[config.mk]
export PLATFORM = sky130hd
export DESIGN_NAME = legv8_control_unit
export DESIGN_NICKNAME = d
export VERILOG_FILES = /design/src/rtl/legv8_control_unit.sv
export SDC_FILE = /design/constraint.sdc
export NUM_CORES = 1
export LEC_CHECK = 0
export ABC_CLOCK_PERIOD_IN_PS = 4900
export CAP_MARGIN = 30
export CORE_UTILIZATION = 50
export DETAILED_ROUTE_END_ITERATION = 7
export GPL_TIMING_DRIVEN = 1
export PLACE_DENSITY = 0.81
export SLEW_MARGIN = 20
export SYNTH_ARGS = -nofsm -noshare
export SYNTH_HDL_FRONTEND = slang
export SYNTH_SLANG_ARGS = --single-unit
[constraint.sdc]
create_clock -name clock -period 4.9 [get_ports clock]
set_input_delay 0.735 -clock clock [delete_from_list [all_inputs] [get_ports clock]]
set_output_delay 0.735 -clock clock [all_outputs]
set_load 0.01 [all_outputs]
[src/rtl/legv8_control_unit.sv]
// LEGv8 multicycle control unit: FETCH -> DECODE -> EXECUTE, HALT on unsupported opcodes.
// Latency: 3 cycles per instruction minimum; ControlWord/constant are registered and live only in EXECUTE.
// Backpressure: stays in FETCH with instr_req=1 until instr_valid; HALT drops instr_req until reset.
module legv8_control_unit (
    input  logic        clock,
    input  logic        reset,
    output logic        instr_req,
    output logic [63:0] instr_addr,
    input  logic        instr_valid,
    input  logic [31:0] instr,
    input  logic [3:0]  status,
    output logic [24:0] ControlWord,
    output logic [63:0] constant,
    output logic [63:0] pc,
    output logic        halted
);

    typedef enum logic [1:0] {FETCH, DECODE, EXECUTE, HALT} state_t;

    localparam logic [4:0] FS_AND = 5'b00000;
    localparam logic [4:0] FS_ORR = 5'b00100;
    localparam logic [4:0] FS_ADD = 5'b01000;
    localparam logic [4:0] FS_SUB = 5'b01010;
    localparam logic [4:0] FS_EOR = 5'b01100;
    localparam logic [4:0] FS_LSL = 5'b10000;
    localparam logic [4:0] FS_LSR = 5'b10100;

    state_t      state_q, state_d;
    logic [31:0] ir_q, ir_d;
    logic [63:0] pc_q, pc_d;
    logic [24:0] cw_q, cw_d;
    logic [63:0] const_q, const_d;
    logic        halted_q, halted_d;
    // Held low through reset so instr_req only rises on the first edge after release.
    logic        req_en_q;

    logic [24:0] dec_cw;
    logic [63:0] dec_const;
    logic        dec_ok;
    logic [4:0]  rn, rm, rd;
    logic        is_b, is_cbz;
    logic [63:0] b_off, cbz_off;
    logic        unused_status;

    assign unused_status = ^status[3:1];

    function automatic logic [24:0] pack_cw(
        input logic [4:0] sa,
        input logic [4:0] sb,
        input logic [4:0] da,
        input logic       reg_write,
        input logic       mem_write,
        input logic [4:0] fs,
        input logic       bsel,
        input logic       en_mem,
        input logic       en_alu
    );
        return {sa, sb, da, reg_write, mem_write, fs, bsel, en_mem, en_alu};
    endfunction

    assign rn = ir_q[9:5];
    assign rm = ir_q[20:16];
    assign rd = ir_q[4:0];

    // Instruction decode from the held IR; dec_ok=0 marks an unsupported opcode.
    always_comb begin
        dec_cw    = '0;
        dec_const = '0;
        dec_ok    = 1'b1;
        casez (ir_q[31:21])
            11'b10001011000: dec_cw = pack_cw(rn, rm, rd, 1'b1, 1'b0, FS_ADD, 1'b0, 1'b0, 1'b1);
            11'b11001011000: dec_cw = pack_cw(rn, rm, rd, 1'b1, 1'b0, FS_SUB, 1'b0, 1'b0, 1'b1);
            11'b10001010000: dec_cw = pack_cw(rn, rm, rd, 1'b1, 1'b0, FS_AND, 1'b0, 1'b0, 1'b1);
            11'b10101010000: dec_cw = pack_cw(rn, rm, rd, 1'b1, 1'b0, FS_ORR, 1'b0, 1'b0, 1'b1);
            11'b11001010000: dec_cw = pack_cw(rn, rm, rd, 1'b1, 1'b0, FS_EOR, 1'b0, 1'b0, 1'b1);
            11'b1001000100?: begin
                dec_cw    = pack_cw(rn, 5'd0, rd, 1'b1, 1'b0, FS_ADD, 1'b1, 1'b0, 1'b1);
                dec_const = {52'd0, ir_q[21:10]};
            end
            11'b1101000100?: begin
                dec_cw    = pack_cw(rn, 5'd0, rd, 1'b1, 1'b0, FS_SUB, 1'b1, 1'b0, 1'b1);
                dec_const = {52'd0, ir_q[21:10]};
            end
            11'b1001001000?: begin
                dec_cw    = pack_cw(rn, 5'd0, rd, 1'b1, 1'b0, FS_AND, 1'b1, 1'b0, 1'b1);
                dec_const = {52'd0, ir_q[21:10]};
            end
            11'b1011001000?: begin
                dec_cw    = pack_cw(rn, 5'd0, rd, 1'b1, 1'b0, FS_ORR, 1'b1, 1'b0, 1'b1);
                dec_const = {52'd0, ir_q[21:10]};
            end
            11'b1101001000?: begin
                dec_cw    = pack_cw(rn, 5'd0, rd, 1'b1, 1'b0, FS_EOR, 1'b1, 1'b0, 1'b1);
                dec_const = {52'd0, ir_q[21:10]};
            end
            11'b11010011011: begin
                dec_cw    = pack_cw(rn, 5'd0, rd, 1'b1, 1'b0, FS_LSL, 1'b1, 1'b0, 1'b1);
                dec_const = {58'd0, ir_q[15:10]};
            end
            11'b11010011010: begin
                dec_cw    = pack_cw(rn, 5'd0, rd, 1'b1, 1'b0, FS_LSR, 1'b1, 1'b0, 1'b1);
                dec_const = {58'd0, ir_q[15:10]};
            end
            11'b11111000010: begin
                dec_cw    = pack_cw(rn, 5'd0, rd, 1'b1, 1'b0, FS_ADD, 1'b1, 1'b1, 1'b0);
                dec_const = {{55{ir_q[20]}}, ir_q[20:12]};
            end
            11'b11111000000: begin
                dec_cw    = pack_cw(rn, rd, 5'd0, 1'b0, 1'b1, FS_ADD, 1'b1, 1'b1, 1'b0);
                dec_const = {{55{ir_q[20]}}, ir_q[20:12]};
            end
            // CBZ passes Rt through the adder against XZR so the datapath raises Z.
            11'b10110100???: dec_cw = pack_cw(5'd31, rd, 5'd0, 1'b0, 1'b0, FS_ADD, 1'b0, 1'b0, 1'b0);
            11'b000101?????: dec_cw = '0;
            default:         dec_ok = 1'b0;
        endcase
    end

    assign is_b    = (ir_q[31:26] == 6'b000101);
    assign is_cbz  = (ir_q[31:24] == 8'b10110100);
    assign b_off   = {{36{ir_q[25]}}, ir_q[25:0], 2'b00};
    assign cbz_off = {{43{ir_q[23]}}, ir_q[23:5], 2'b00};

    // Next-state, IR, PC and registered-output computation.
    always_comb begin
        state_d  = state_q;
        ir_d     = ir_q;
        pc_d     = pc_q;
        cw_d     = '0;
        const_d  = '0;
        halted_d = halted_q;
        case (state_q)
            FETCH: begin
                if (instr_req && instr_valid) begin
                    ir_d    = instr;
                    state_d = DECODE;
                end
            end
            DECODE: begin
                if (dec_ok) begin
                    cw_d    = dec_cw;
                    const_d = dec_const;
                    state_d = EXECUTE;
                end else begin
                    halted_d = 1'b1;
                    state_d  = HALT;
                end
            end
            EXECUTE: begin
                state_d = FETCH;
                if (is_b)
                    pc_d = pc_q + b_off;
                else if (is_cbz && status[0])
                    pc_d = pc_q + cbz_off;
                else
                    pc_d = pc_q + 64'd4;
            end
            default: state_d = HALT;
        endcase
    end

    // State registers with asynchronous active-low clear.
    always_ff @(posedge clock or negedge reset) begin
        if (!reset) begin
            state_q  <= FETCH;
            ir_q     <= '0;
            pc_q     <= '0;
            cw_q     <= '0;
            const_q  <= '0;
            halted_q <= 1'b0;
            req_en_q <= 1'b0;
        end else begin
            state_q  <= state_d;
            ir_q     <= ir_d;
            pc_q     <= pc_d;
            cw_q     <= cw_d;
            const_q  <= const_d;
            halted_q <= halted_d;
            req_en_q <= 1'b1;
        end
    end

    assign instr_req   = req_en_q && (state_q == FETCH);
    assign instr_addr  = pc_q;
    assign pc          = pc_q;
    assign ControlWord = cw_q;
    assign constant    = const_q;
    assign halted      = halted_q;

endmodule

==> metrics.yaml <==
route:
  detailroute.via_count: 8904
  post_drt_via_cell_ratio: 5.686
  ant_nets: 0
  avgRoutedWirePerCell_um: 17.17
  drt-initial-drc-count: 655
  finalWirelength_um: 26890
  first_pass_iteration_count_of_the_detailed_router: 5
  number_of_drc_violations_after_detailed_routing: 0
setup_path:
  rr_endpoint: "instr_addr[56]"
  cp_data_arrival_time_ns: 4.89
  worst-r2r-cell-count: 16
  critPathSlowestCell: "dfrtp_1"
  critPathRequiredTime_ns: 5.18
  cpPeakStageDelay_ns: 0.42
  worst_setup_path_end_kind: "flip-flop"
  category_of_the_most_critical_setup_path: "reg2reg"
  kind_of_cell_adding_the_most_delay_to_the_critical_path: "compound AO/OA/AOI/OAI gates"
  critical_path.n_buffers_inverters: 2
  critical_path.cell_chain: "nand2b_1 -> nor4b_4 -> and2_1 -> and3b_2 -> a21oi_2 -> inv_2 -> buf_4 -> ha_1 -> a21o_1 -> a221o_1 -> a221oi_1 -> o21ai_2 -> a21oi_1 -> o31a_1 -> xor2_1 -> o21ai_0"
  reg2reg_setup_slack_ns: 0.28
  critical_path_start_type: "flip-flop"
  reg2reg_from: "ir_q[27]"
  worstPathMaxFanout: 14
clock_tree:
  cts_htree_levels: 4
  clock_path_buffers: 2
  cts_resized: 0
  post_cts_hold_buffer_count: 0
  cts_root_buf: "clkbuf_16"
  cts_sinks: 135
  clk_pin_slew_ns: 0.06
  tritoncts: "yes"
  worst_skew_pair.late_latency_ns: 0.42
  tritoncts.num_buffers: 17
  post-cts-setup-buffers: 0
floorplanning:
  num_io_pins: 258
  start_util: 0.5138
  die_height_um: 143.9
  die_area_sq_mm: 0.02070
  floorplan.die.width_um: 143.9
  floorplan.rows: 51
  coreArea_sq_mm: 0.01959
sta:
  max_slew_margin: 0.3496
  final.min_clock_period_ns: 4.617
  hold_viol_final: 0
  setup_total_negative_slack_ns: 0
  grt_setup_unrepaired: "false"
  finalSetupViolations: 0
  slew_violations: 0
  whs_ns: 0.3752
  skew_ns: 0.007995
  post-route-period-util: 0.9422
  max_freq_ghz: 0.2166
  worstMarginPinSlew_ns: 0.9757
finish:
  area_growth_pct: 24.28
  layout.core_utilization: 0.6385
  layout_common_cells: "clkdlybuf4s50_1 (248), nand2_1 (144), dfrtp_1 (135)"
  mostFrequentLayoutCell: "clkdlybuf4s50_1"
  design.final.nets: 1389
  drive_above_1_share: 0.07840
  fill_cells: 1686
  n_antenna_cell: 0
logic_synthesis:
  post-synth-top-area-fraction: 0.3357
  synth_top_cell_by_area: "dfrtp_1"
  synth-edff-count: 0
  postSynth.topFlopCell: "dfrtp_1"
  postSynthAreaPerCell_sq_um: 8.588
  synth.top_cells.by_area: "dfrtp_1 (34%), buf_4 (9.0%), ha_1 (7.6%)"
  netlist_instances: 1172
  synth-seq-area-share: 0.3357
  fraction_of_synthesis_flops_using_an_asynchronous_set_or_reset_pin: 1.000
  ys_types: 74
  flops_latches_synth: 135
  synth_area_sq_mm: 0.01006
  yosysWarningCount: 0
worst_hold_path:
  timing.hold.worst.class: "in2async"
placement:
  place.gp.congestion: 0.8885
  io_buffers: 249
  dp_hpwl_um: 19920
run_status:
  status: "finished, final reports clean"
grt:
  global_route.overflow_total: 0
  first_global_vias: 8070
  total_track_usage: 0.2618
  grt_start_max_net_pins: 117
  grt_pass1_wl_um: 42010
  antenna_found_initial: 0
pwr:
  power_frac_comb: 0.439
  switchingPower_mw: 2.263
  power.switching_fraction: 0.4000
  cellInternalPower_mw: 3.394
  clock_group_share_of_total_power: 0.225
  p_seq_frac: 0.336
  irDropWorstVdd_v: 0.0003002
  total_leakage_power_nw: 5.325
  p_total_mw: 5.657
  power.density_mw_per_mm2: 452.3
run:
  max_cap_violations: 0
-- power groups by stage --
stage / Combinational, mW / Sequential [mW] / Clock [mW]
after global placement: 2.40 / 1.91 / 0
after detailed placement: 2.45 / 1.92 / 0
final: 2.48 / 1.90 / 1.27
after CTS: 2.47 / 1.91 / 1.28
after global routing: 2.71 / 1.96 / 1.34
after floorplan: 1.63 / 1.81 / 0
-- worst reg2reg max path: stages, from the launching register on --
cell and delay [ns]:
dfrtp_1 0.42, nand2b_1 0.27, nor4b_4 0.27, and2_1 0.26, and3b_2 0.31, a21oi_2 0.09, inv_2 0.26, buf_4 0.27
ha_1 0.37, a21o_1 0.23, a221o_1 0.35, a221oi_1 0.35, o21ai_2 0.17, a21oi_1 0.31, o31a_1 0.27, xor2_1 0.16
o21ai_0 0.09
-- metrics by stage --
step	area, sq um	worst slack [ns]	cells
floorplan	10080	0.5223	1176
global placement	11910	0.1838	1533
detailed placement	11910	0.1034	1533
CTS	12490	0.2364	1565
global route	12510	0.02049	1566
finish	12510	0.2830	1566
-- Yosys cell counts (all sizes together) (25+ instances only) --
cell and n:
dfrtp 135, nand2 145, nor2 86, buf 132, xor2 25, clkbuf 44
a21oi 93, a21o 42, o21ai 94, mux2 29, ha 61, xnor2 31
-- how the worst max path moves through the flow --
stage	to	depth (start not counted)	slack (ns)	from
after floorplan	instr_addr[62]	18	0.52	ir_q[24]
after global placement	instr_addr[56]	15	0.18	status[0]
after detailed placement	instr_addr[56]	15	0.10	status[0]
after CTS	instr_addr[56]	16	0.24	ir_q[27]
after global routing	instr_addr[56]	16	0.02	ir_q[27]
final	instr_addr[56]	16	0.28	ir_q[27]
-- flip-flops by register name, summed over array words and instances, names as in the netlist --
name and count:
req_en_q 1, ControlWord 24, ir_q 32, state_q 2, constant 13, instr_addr 62, halted 1
-- metal layers --
| layer | track usage | up-vias | wire [um] |
|---|---|---|---|
| li1 | - | 4283 | - |
| met1 | 0.3430 | 4236 | 11690 |
| met2 | 0.4498 | 342 | 13120 |
| met3 | 0.02799 | 43 | 1530 |
| met4 | 0.08511 | 0 | 545 |
| met5 | 0 | - | 0 |
-- kinds of logic (layout without fill, tap and decap cells) --
family          Yosys count  after routing  share of synthesized area
fa+ha+maj                62             62                    0.07782
buf+inv                 197            322                     0.1216
flops                   135            135                     0.3357
simple gates            344            344                     0.1622
mux                      30             30                    0.03344
xor+xnor                 56             56                    0.04873
compound gates          346            346                     0.2198
other cells               2              6                  0.0007462
-- layout make-up --
| type | count | area [sq um] | share of cell area |
|---|---|---|---|
| timing repair buffer | 269 | 2656 | 0.2124 |
| inverter | 21 | 78.83 | 0.006302 |
| multi-input combinational | 844 | 5487 | 0.4386 |
| clock inverter | 13 | 133.9 | 0.01070 |
| sequential | 135 | 3378 | 0.2701 |
| tap | 265 | 331.6 | 0.02651 |
| clock buffer | 19 | 442.9 | 0.03541 |
Note: power is estimated with default switching activity, not from simulation.
